[src/rtl/rf_pkg.sv]
// rf_pkg: shared widths, register-file size and fetch FSM states
package rf_pkg;
    localparam int REG_WIDTH = 32;
    localparam int NAME_BITS = 5;
    localparam int NUM_REGS = 1 << NAME_BITS;
    localparam logic [NAME_BITS-1:0] ZERO_REG = '0;
    typedef enum logic [1:0] {IDLE, READ, HOLD} state_t;
endpackage

[src/rtl/operand_fetch_unit_if.sv]
// operand_fetch_unit_if: decode, execute, writeback and register-file ports of the fetch unit
interface operand_fetch_unit_if #(
    parameter int REG_WIDTH = rf_pkg::REG_WIDTH,
    parameter int NAME_BITS = rf_pkg::NAME_BITS
);
    logic                 dec_valid;
    logic                 dec_ready;
    logic [NAME_BITS-1:0] dec_rs1;
    logic [NAME_BITS-1:0] dec_rs2;
    logic [NAME_BITS-1:0] dec_rd;
    logic                 dec_rd_en;
    logic                 op_valid;
    logic                 op_ready;
    logic [REG_WIDTH-1:0] op_a;
    logic [REG_WIDTH-1:0] op_b;
    logic [NAME_BITS-1:0] op_rd;
    logic                 op_rd_en;
    logic                 wb_valid;
    logic [NAME_BITS-1:0] wb_rd;
    logic [REG_WIDTH-1:0] wb_data;
    logic                 rf_re;
    logic [NAME_BITS-1:0] rf_rs1;
    logic [NAME_BITS-1:0] rf_rs2;
    logic [REG_WIDTH-1:0] rf_rd1;
    logic [REG_WIDTH-1:0] rf_rd2;
    logic                 rf_we;
    logic [NAME_BITS-1:0] rf_ws;
    logic [REG_WIDTH-1:0] rf_wd;
    modport slave (
        input  dec_valid, dec_rs1, dec_rs2, dec_rd, dec_rd_en, op_ready,
               wb_valid, wb_rd, wb_data, rf_rd1, rf_rd2,
        output dec_ready, op_valid, op_a, op_b, op_rd, op_rd_en,
               rf_re, rf_rs1, rf_rs2, rf_we, rf_ws, rf_wd
    );
    modport master (
        output dec_valid, dec_rs1, dec_rs2, dec_rd, dec_rd_en, op_ready,
               wb_valid, wb_rd, wb_data, rf_rd1, rf_rd2,
        input  dec_ready, op_valid, op_a, op_b, op_rd, op_rd_en,
               rf_re, rf_rs1, rf_rs2, rf_we, rf_ws, rf_wd
    );
endinterface

[src/rtl/rf_scoreboard.sv]
// rf_scoreboard: per-register busy bits with set-wins update and writeback-aware hazard queries
module rf_scoreboard import rf_pkg::*; #(
    parameter int NAME_BITS = rf_pkg::NAME_BITS
) (
    input  logic                 clk,
    input  logic                 rst,
    input  logic                 set_en,
    input  logic [NAME_BITS-1:0] set_idx,
    input  logic                 clr_en,
    input  logic [NAME_BITS-1:0] clr_idx,
    input  logic [NAME_BITS-1:0] q_rs1,
    input  logic [NAME_BITS-1:0] q_rs2,
    input  logic [NAME_BITS-1:0] q_rd,
    output logic                 hz_rs1,
    output logic                 hz_rs2,
    output logic                 hz_rd
);
    localparam int N = 1 << NAME_BITS;
    logic [N-1:0] busy_q, busy_d;
    // a writeback landing this cycle already resolves the hazard
    function automatic logic hz(input logic [NAME_BITS-1:0] r);
        return (r != '0) && busy_q[r] && !(clr_en && clr_idx == r);
    endfunction
    assign hz_rs1 = hz(q_rs1);
    assign hz_rs2 = hz(q_rs2);
    assign hz_rd  = hz(q_rd);
    always_comb begin
        busy_d = busy_q;
        if (clr_en) busy_d[clr_idx] = 1'b0;
        if (set_en) busy_d[set_idx] = 1'b1;
        busy_d[0] = 1'b0;
    end
    always_ff @(posedge clk or posedge rst) begin
        if (rst) busy_q <= '0;
        else busy_q <= busy_d;
    end
endmodule

[src/rtl/operand_fetch_unit.sv]
// operand_fetch_unit: issues register-file reads for decoded instructions and hands operands to execute
module operand_fetch_unit import rf_pkg::*; #(
    parameter int REG_WIDTH = rf_pkg::REG_WIDTH,
    parameter int NAME_BITS = rf_pkg::NAME_BITS
) (
    input logic clk,
    input logic rst,
    operand_fetch_unit_if.slave bus
);
    state_t               state_q;
    logic [NAME_BITS-1:0] rs1_q, rs2_q, op_rd_q;
    logic                 op_rd_en_q, op_valid_q, byp1_q, byp2_q;
    logic [REG_WIDTH-1:0] bv1_q, bv2_q, op_a_q, op_b_q;
    logic                 accept, hz1, hz2, hzd, hit1, hit2;
    assign bus.dec_ready = !rst && state_q == IDLE && !hz1 && !hz2 && !(bus.dec_rd_en && hzd);
    assign accept = bus.dec_valid && bus.dec_ready;
    assign bus.rf_re  = accept;
    assign bus.rf_rs1 = bus.dec_rs1;
    assign bus.rf_rs2 = bus.dec_rs2;
    assign bus.rf_we  = !rst && bus.wb_valid && bus.wb_rd != ZERO_REG;
    assign bus.rf_ws  = bus.wb_rd;
    assign bus.rf_wd  = bus.wb_data;
    // the register file returns the old value on a same-edge write, so capture it here
    assign hit1 = bus.wb_valid && bus.wb_rd == bus.dec_rs1 && bus.dec_rs1 != ZERO_REG;
    assign hit2 = bus.wb_valid && bus.wb_rd == bus.dec_rs2 && bus.dec_rs2 != ZERO_REG;
    assign bus.op_valid = op_valid_q;
    assign bus.op_a     = op_a_q;
    assign bus.op_b     = op_b_q;
    assign bus.op_rd    = op_rd_q;
    assign bus.op_rd_en = op_rd_en_q;
    rf_scoreboard #(.NAME_BITS(NAME_BITS)) u_sb (
        .clk     (clk),
        .rst     (rst),
        .set_en  (accept && bus.dec_rd_en && bus.dec_rd != ZERO_REG),
        .set_idx (bus.dec_rd),
        .clr_en  (bus.wb_valid),
        .clr_idx (bus.wb_rd),
        .q_rs1   (bus.dec_rs1),
        .q_rs2   (bus.dec_rs2),
        .q_rd    (bus.dec_rd),
        .hz_rs1  (hz1),
        .hz_rs2  (hz2),
        .hz_rd   (hzd)
    );
    always_ff @(posedge clk or posedge rst) begin
        if (rst) begin
            state_q    <= IDLE;
            rs1_q      <= '0;
            rs2_q      <= '0;
            op_rd_q    <= '0;
            op_rd_en_q <= 1'b0;
            byp1_q     <= 1'b0;
            byp2_q     <= 1'b0;
            bv1_q      <= '0;
            bv2_q      <= '0;
            op_a_q     <= '0;
            op_b_q     <= '0;
            op_valid_q <= 1'b0;
        end else begin
            case (state_q)
                IDLE: if (accept) begin
                    rs1_q      <= bus.dec_rs1;
                    rs2_q      <= bus.dec_rs2;
                    op_rd_q    <= bus.dec_rd;
                    op_rd_en_q <= bus.dec_rd_en;
                    byp1_q     <= hit1;
                    byp2_q     <= hit2;
                    bv1_q      <= bus.wb_data;
                    bv2_q      <= bus.wb_data;
                    state_q    <= READ;
                end
                READ: begin
                    op_a_q     <= rs1_q == ZERO_REG ? '0 : byp1_q ? bv1_q : bus.rf_rd1;
                    op_b_q     <= rs2_q == ZERO_REG ? '0 : byp2_q ? bv2_q : bus.rf_rd2;
                    op_valid_q <= 1'b1;
                    state_q    <= HOLD;
                end
                HOLD: if (bus.op_ready) begin
                    op_valid_q <= 1'b0;
                    state_q    <= IDLE;
                end
                default: state_q <= IDLE;
            endcase
        end
    end
endmodule

[src/flat_wrapper.sv]
// flat-port wrapper written by rule: the top's interface ports become plain ports
module operand_fetch_unit_flat import rf_pkg::*;
#(
    parameter int REG_WIDTH = rf_pkg::REG_WIDTH,
    parameter int NAME_BITS = rf_pkg::NAME_BITS
)
  (clk, rst, bus_dec_valid, bus_dec_rs1, bus_dec_rs2, bus_dec_rd, bus_dec_rd_en, bus_op_ready, bus_wb_valid, bus_wb_rd, bus_wb_data, bus_rf_rd1, bus_rf_rd2, bus_dec_ready, bus_op_valid, bus_op_a, bus_op_b, bus_op_rd, bus_op_rd_en, bus_rf_re, bus_rf_rs1, bus_rf_rs2, bus_rf_we, bus_rf_ws, bus_rf_wd);
  operand_fetch_unit_if #(.REG_WIDTH(REG_WIDTH), .NAME_BITS(NAME_BITS)) bus_i ();
  input logic clk;
  input logic rst;
  input wire logic [$bits(bus_i.dec_valid)-1:0] bus_dec_valid;
  input wire logic [$bits(bus_i.dec_rs1)-1:0] bus_dec_rs1;
  input wire logic [$bits(bus_i.dec_rs2)-1:0] bus_dec_rs2;
  input wire logic [$bits(bus_i.dec_rd)-1:0] bus_dec_rd;
  input wire logic [$bits(bus_i.dec_rd_en)-1:0] bus_dec_rd_en;
  input wire logic [$bits(bus_i.op_ready)-1:0] bus_op_ready;
  input wire logic [$bits(bus_i.wb_valid)-1:0] bus_wb_valid;
  input wire logic [$bits(bus_i.wb_rd)-1:0] bus_wb_rd;
  input wire logic [$bits(bus_i.wb_data)-1:0] bus_wb_data;
  input wire logic [$bits(bus_i.rf_rd1)-1:0] bus_rf_rd1;
  input wire logic [$bits(bus_i.rf_rd2)-1:0] bus_rf_rd2;
  output wire logic [$bits(bus_i.dec_ready)-1:0] bus_dec_ready;
  output wire logic [$bits(bus_i.op_valid)-1:0] bus_op_valid;
  output wire logic [$bits(bus_i.op_a)-1:0] bus_op_a;
  output wire logic [$bits(bus_i.op_b)-1:0] bus_op_b;
  output wire logic [$bits(bus_i.op_rd)-1:0] bus_op_rd;
  output wire logic [$bits(bus_i.op_rd_en)-1:0] bus_op_rd_en;
  output wire logic [$bits(bus_i.rf_re)-1:0] bus_rf_re;
  output wire logic [$bits(bus_i.rf_rs1)-1:0] bus_rf_rs1;
  output wire logic [$bits(bus_i.rf_rs2)-1:0] bus_rf_rs2;
  output wire logic [$bits(bus_i.rf_we)-1:0] bus_rf_we;
  output wire logic [$bits(bus_i.rf_ws)-1:0] bus_rf_ws;
  output wire logic [$bits(bus_i.rf_wd)-1:0] bus_rf_wd;
  assign bus_i.dec_valid = bus_dec_valid;
  assign bus_i.dec_rs1 = bus_dec_rs1;
  assign bus_i.dec_rs2 = bus_dec_rs2;
  assign bus_i.dec_rd = bus_dec_rd;
  assign bus_i.dec_rd_en = bus_dec_rd_en;
  assign bus_i.op_ready = bus_op_ready;
  assign bus_i.wb_valid = bus_wb_valid;
  assign bus_i.wb_rd = bus_wb_rd;
  assign bus_i.wb_data = bus_wb_data;
  assign bus_i.rf_rd1 = bus_rf_rd1;
  assign bus_i.rf_rd2 = bus_rf_rd2;
  assign bus_dec_ready = bus_i.dec_ready;
  assign bus_op_valid = bus_i.op_valid;
  assign bus_op_a = bus_i.op_a;
  assign bus_op_b = bus_i.op_b;
  assign bus_op_rd = bus_i.op_rd;
  assign bus_op_rd_en = bus_i.op_rd_en;
  assign bus_rf_re = bus_i.rf_re;
  assign bus_rf_rs1 = bus_i.rf_rs1;
  assign bus_rf_rs2 = bus_i.rf_rs2;
  assign bus_rf_we = bus_i.rf_we;
  assign bus_rf_ws = bus_i.rf_ws;
  assign bus_rf_wd = bus_i.rf_wd;
  operand_fetch_unit #(.REG_WIDTH(REG_WIDTH), .NAME_BITS(NAME_BITS)) u_core (.clk(clk), .rst(rst), .bus(bus_i));
endmodule
[config.mk]
export PLATFORM = sky130hd
export DESIGN_NAME = operand_fetch_unit_flat
export DESIGN_NICKNAME = d
export VERILOG_FILES = /design/src/rtl/rf_pkg.sv /design/src/rtl/operand_fetch_unit_if.sv /design/src/rtl/rf_scoreboard.sv /design/src/rtl/operand_fetch_unit.sv /design/src/flat_wrapper.sv
export SDC_FILE = /design/constraint.sdc
export NUM_CORES = 1
export LEC_CHECK = 0
export CAP_MARGIN = 40
export CORE_ASPECT_RATIO = 0.8
export CORE_MARGIN = 2
export CORE_UTILIZATION = 55
export CTS_CLUSTER_SIZE = 24
export DETAILED_ROUTE_END_ITERATION = 10
export DONT_BUFFER_PORTS = 1
export MAX_ROUTING_LAYER = met4
export PLACE_DENSITY = 0.73
export SLEW_MARGIN = 20
export SYNTH_ARGS = -nofsm -noshare
export SYNTH_HDL_FRONTEND = slang
export SYNTH_HIERARCHICAL = 1
export SYNTH_SLANG_ARGS = --single-unit
[constraint.sdc]
create_clock -name clk -period 3.1 [get_ports clk]
set_input_delay 0.155 -clock clk [delete_from_list [all_inputs] [get_ports clk]]
set_output_delay 0.155 -clock clk [all_outputs]
set_load 0.02 [all_outputs]
==> results.ini <==
[run_status]
outcome = complete, but fails checks
violations = setup timing

[grt]
grt_overflow_total = 0
first_global_vias = 6420
grt_max_degree = 41
grt_first_pass_wirelength_mm = 34.8
gr-usage-all-layers_pct = 31.8
antenna_found_initial = 1

[clock_network]
htree_levels = 4
cts_sinks = 148
clk_pin_slew_ns = 0.06
cts_root_buf = clkbuf_16
cts_tree = done
cts_buffers = 17
cts_max_path_buffers = 2
clk_latency_ns = 0.42

[detailed_routing]
routed_via_density = 6.31
drt_wl_total_mm = 22.8
drtIter0Drc = 619
drtPass1Iterations = 6
vias = 6142
drc = 0
avgRoutedWirePerCell_microns = 23.4
postRouteAntennaNets = 0

[final_layout]
area_growth_pct = 23.8
final_layout_size_suffix_gt1_share_pct = 18.7
fin_cells = 974
fin_nets = 902
post-route-util_pct = 70.2
design_area_sq_um = 9580

[power]
total_power_mw = 6.99
power_density_nw_per_um2 = 730
p_leak_nw = 3.97
peakVddDrop_v = 0.000502

[placed_design]
port-buffer-count = 0
place_area_sq_um = 7630
place_congestion = 0.901
place_hpwl_mm = 14.1
placed_cells = 812

[setup_path]
path_max_fanout = 7
slowest_delay_ns = 0.47
path_class = register to register
crit_slowest_cell = mux4_2
arrival_ns = 3.49
path_cells = mux4_2 > mux4_2 > and3_4 > a31o_1 > a21o_1 > or3_4 > nor2_4 > or3b_4 > o21ai_2
endpoint_kind = register
startpoint_type = register
cp_top_family = simple AND/OR/NAND/NOR gates
crit_top_cell = mux4_2
cp.required_ns = 3.44
path_buf_inv = 0

[sta]
worst_slew_pin_slew_ns = 0.770
finalCriticalPeriod_ns = 3.15
slew_viol_final = 0
slew_headroom_pct = 48.6
setup_violations = 7
finalCritPeriodShare_pct = 102
hold_viol_final = 0
timing.fmax_ghz = 0.317
rsz0062_at_grt = yes
fin_skew_ns = 0.0110
whs_ns = 0.0297
fin_ws_ns = -0.0548

[floorplanning]
die_h_microns = 110
coreArea_sq_um = 13600
rows = 38
dieWidth_microns = 137
dieArea_sq_um = 15000
initial_core_util_pct = 56.7
io-pin-count = 243

[synth]
ys_warn_count = 6
synth_area_sq_um = 7740
syn_inst = 705
async_reset_ff_share_pct = 100
synth_edf_count = 0
synth_seq_area_share_pct = 47.9
avgSynthCellArea_sq_um = 11.0
synth_ff_type = dfrtp_1
ys_types = 36
synth_seq_cells = 148
mappedNetlistNets = 827

[min_path]
min_path_type = input port to register

[run]
maxCapViolCount = 0

[power breakdown]
group	switching, mW	internal (mW)
combinational	0.532	0.612
sequential	1.12	2.61
clock	0.826	1.30
[placed cells by master, fill, tap and decap left out, types with 3 or more instances in the layout]
master | Yosys | routed
bufinv_16 | 0 | 3
or3b_2 | 6 | 5
buf_12 | 0 | 5
clkinvlp_4 | 0 | 3
nor2_1 | 9 | 7
inv_6 | 0 | 4
a211oi_1 | 6 | 6
a21oi_1 | 10 | 10
nor4_1 | 3 | 3
clkinv_2 | 0 | 3
o21ai_1 | 0 | 7
buf_4 | 47 | 19
inv_1 | 7 | 5
mux4_2 | 12 | 16
xor2_1 | 12 | 12
clkbuf_16 | 0 | 17
o21ai_2 | 0 | 6
nand3_1 | 11 | 10
or4_1 | 4 | 4
dlygate4sd3_1 | 0 | 119
nand2_1 | 73 | 73
xnor2_1 | 13 | 13
nand3b_1 | 14 | 14
mux2i_1 | 79 | 79
mux2_2 | 48 | 48
o21ai_0 | 131 | 118
dfrtp_1 | 148 | 146
[per-stage QoR]
step | setup WS, ns | TNS (ns)
2_1_floorplan | -0.0308 | -0.157
5_1_grt | -0.0911 | -0.752
3_5_place_dp | -0.181 | -3.04
6_report | -0.0548 | -0.160
3_3_place_gp | -0.0585 | -0.685
4_1_cts | 0.00371 | 0
[flip-flops by register name, summed over array words and instances (netlist names)]
| register | flops |
|---|---|
| u_core/state_q | 2 |
| u_core/byp1_q | 1 |
| u_core/rs2_q | 5 |
| u_core/bus.op_rd_en | 1 |
| u_core/u_sb/busy_q | 31 |
| u_core/bus.op_a | 32 |
| u_core/bv2_q | 32 |
| u_core/bus.op_rd | 5 |
| u_core/bus.op_valid | 1 |
| u_core/bus.op_b | 32 |
| u_core/rs1_q | 5 |
| u_core/byp2_q | 1 |
[cell families after synthesis]
group | share of synthesized area (%)
xor+xnor | 2.83
mux | 22.4
compound gates | 10.8
buf+inv | 7.49
flops | 47.9
simple gates | 8.59
[worst register-to-register path, cell delays in order, from the launching register on]
cell and delay [ns]:
dfrtp_1 0.42, mux4_2 0.47, mux4_2 0.47, and3_4 0.16, a31o_1 0.18, a21o_1 0.16
or3_4 0.42, nor2_4 0.15, or3b_4 0.47, o21ai_2 0.17
[cells in the mapped netlist, types with 6 or more instances]
library cell / number / area share [%]
a21oi_1: 10 / 0.65
buf_2: 7 / 0.45
nand2_1: 73 / 3.5
mux2_2: 48 / 7.0
xor2_1: 12 / 1.4
nand3_1: 11 / 0.71
mux2i_1: 79 / 10
a211oi_1: 6 / 0.58
dfrtp_1: 148 / 48
or3b_2: 6 / 0.68
nand3b_1: 14 / 1.4
mux4_2: 12 / 3.5
clkbuf_1: 27 / 1.3
o21ai_0: 131 / 8.5
xnor2_1: 13 / 1.5
inv_1: 7 / 0.34
buf_4: 47 / 4.6
nor2_1: 9 / 0.44
[metal layers]
layer  GRT usage, %  wire [microns]  vias to the layer above
li1               -               -                     2626
met2           52.7           11100                      404
met3           8.92            2340                       70
met4           12.9             708                        0
met1           36.9            8620                     3042
met5              -               0                        -
[final timing paths]
kind | from | to | slack, ns | cells after the start
min reg2reg | u_core/rs1_q[0] | u_core/rs1_q[0] | 0.50 | 1
min | bus_wb_rd[2] | u_core/u_sb/busy_q[4] | 0.03 | 3
max reg2reg | u_core/u_sb/busy_q[22] | u_core/u_sb/busy_q[28] | -0.05 | 9
max | u_core/u_sb/busy_q[22] | u_core/u_sb/busy_q[28] | -0.05 | 9
min in group asynchronous | rst | u_core/bus.op_a[10] | 0.30 | 2
max in group asynchronous | rst | u_core/bus.op_rd[2] | 2.03 | 3
[cell type report]
class	count	area, sq um
Fill cell	908	4070
Sequential cell	148	3710
Multi-Input combinational cell	460	3500
Timing Repair Buffer	146	1490
Clock buffer	18	439
Tap cell	180	225
Clock inverter	14	173
Inverter	7	42.5
Antenna cell	1	2.50
[what timing repair did]
action,in CTS,in global routing
pin swaps,2,9
setup endpoints to repair,65,34
gates resized for setup,16,13
setup buffers,1,9
hold buffers,119,0
hold endpoints to repair,199,0
No activity file was read; power rests on OpenSTA's default activity.
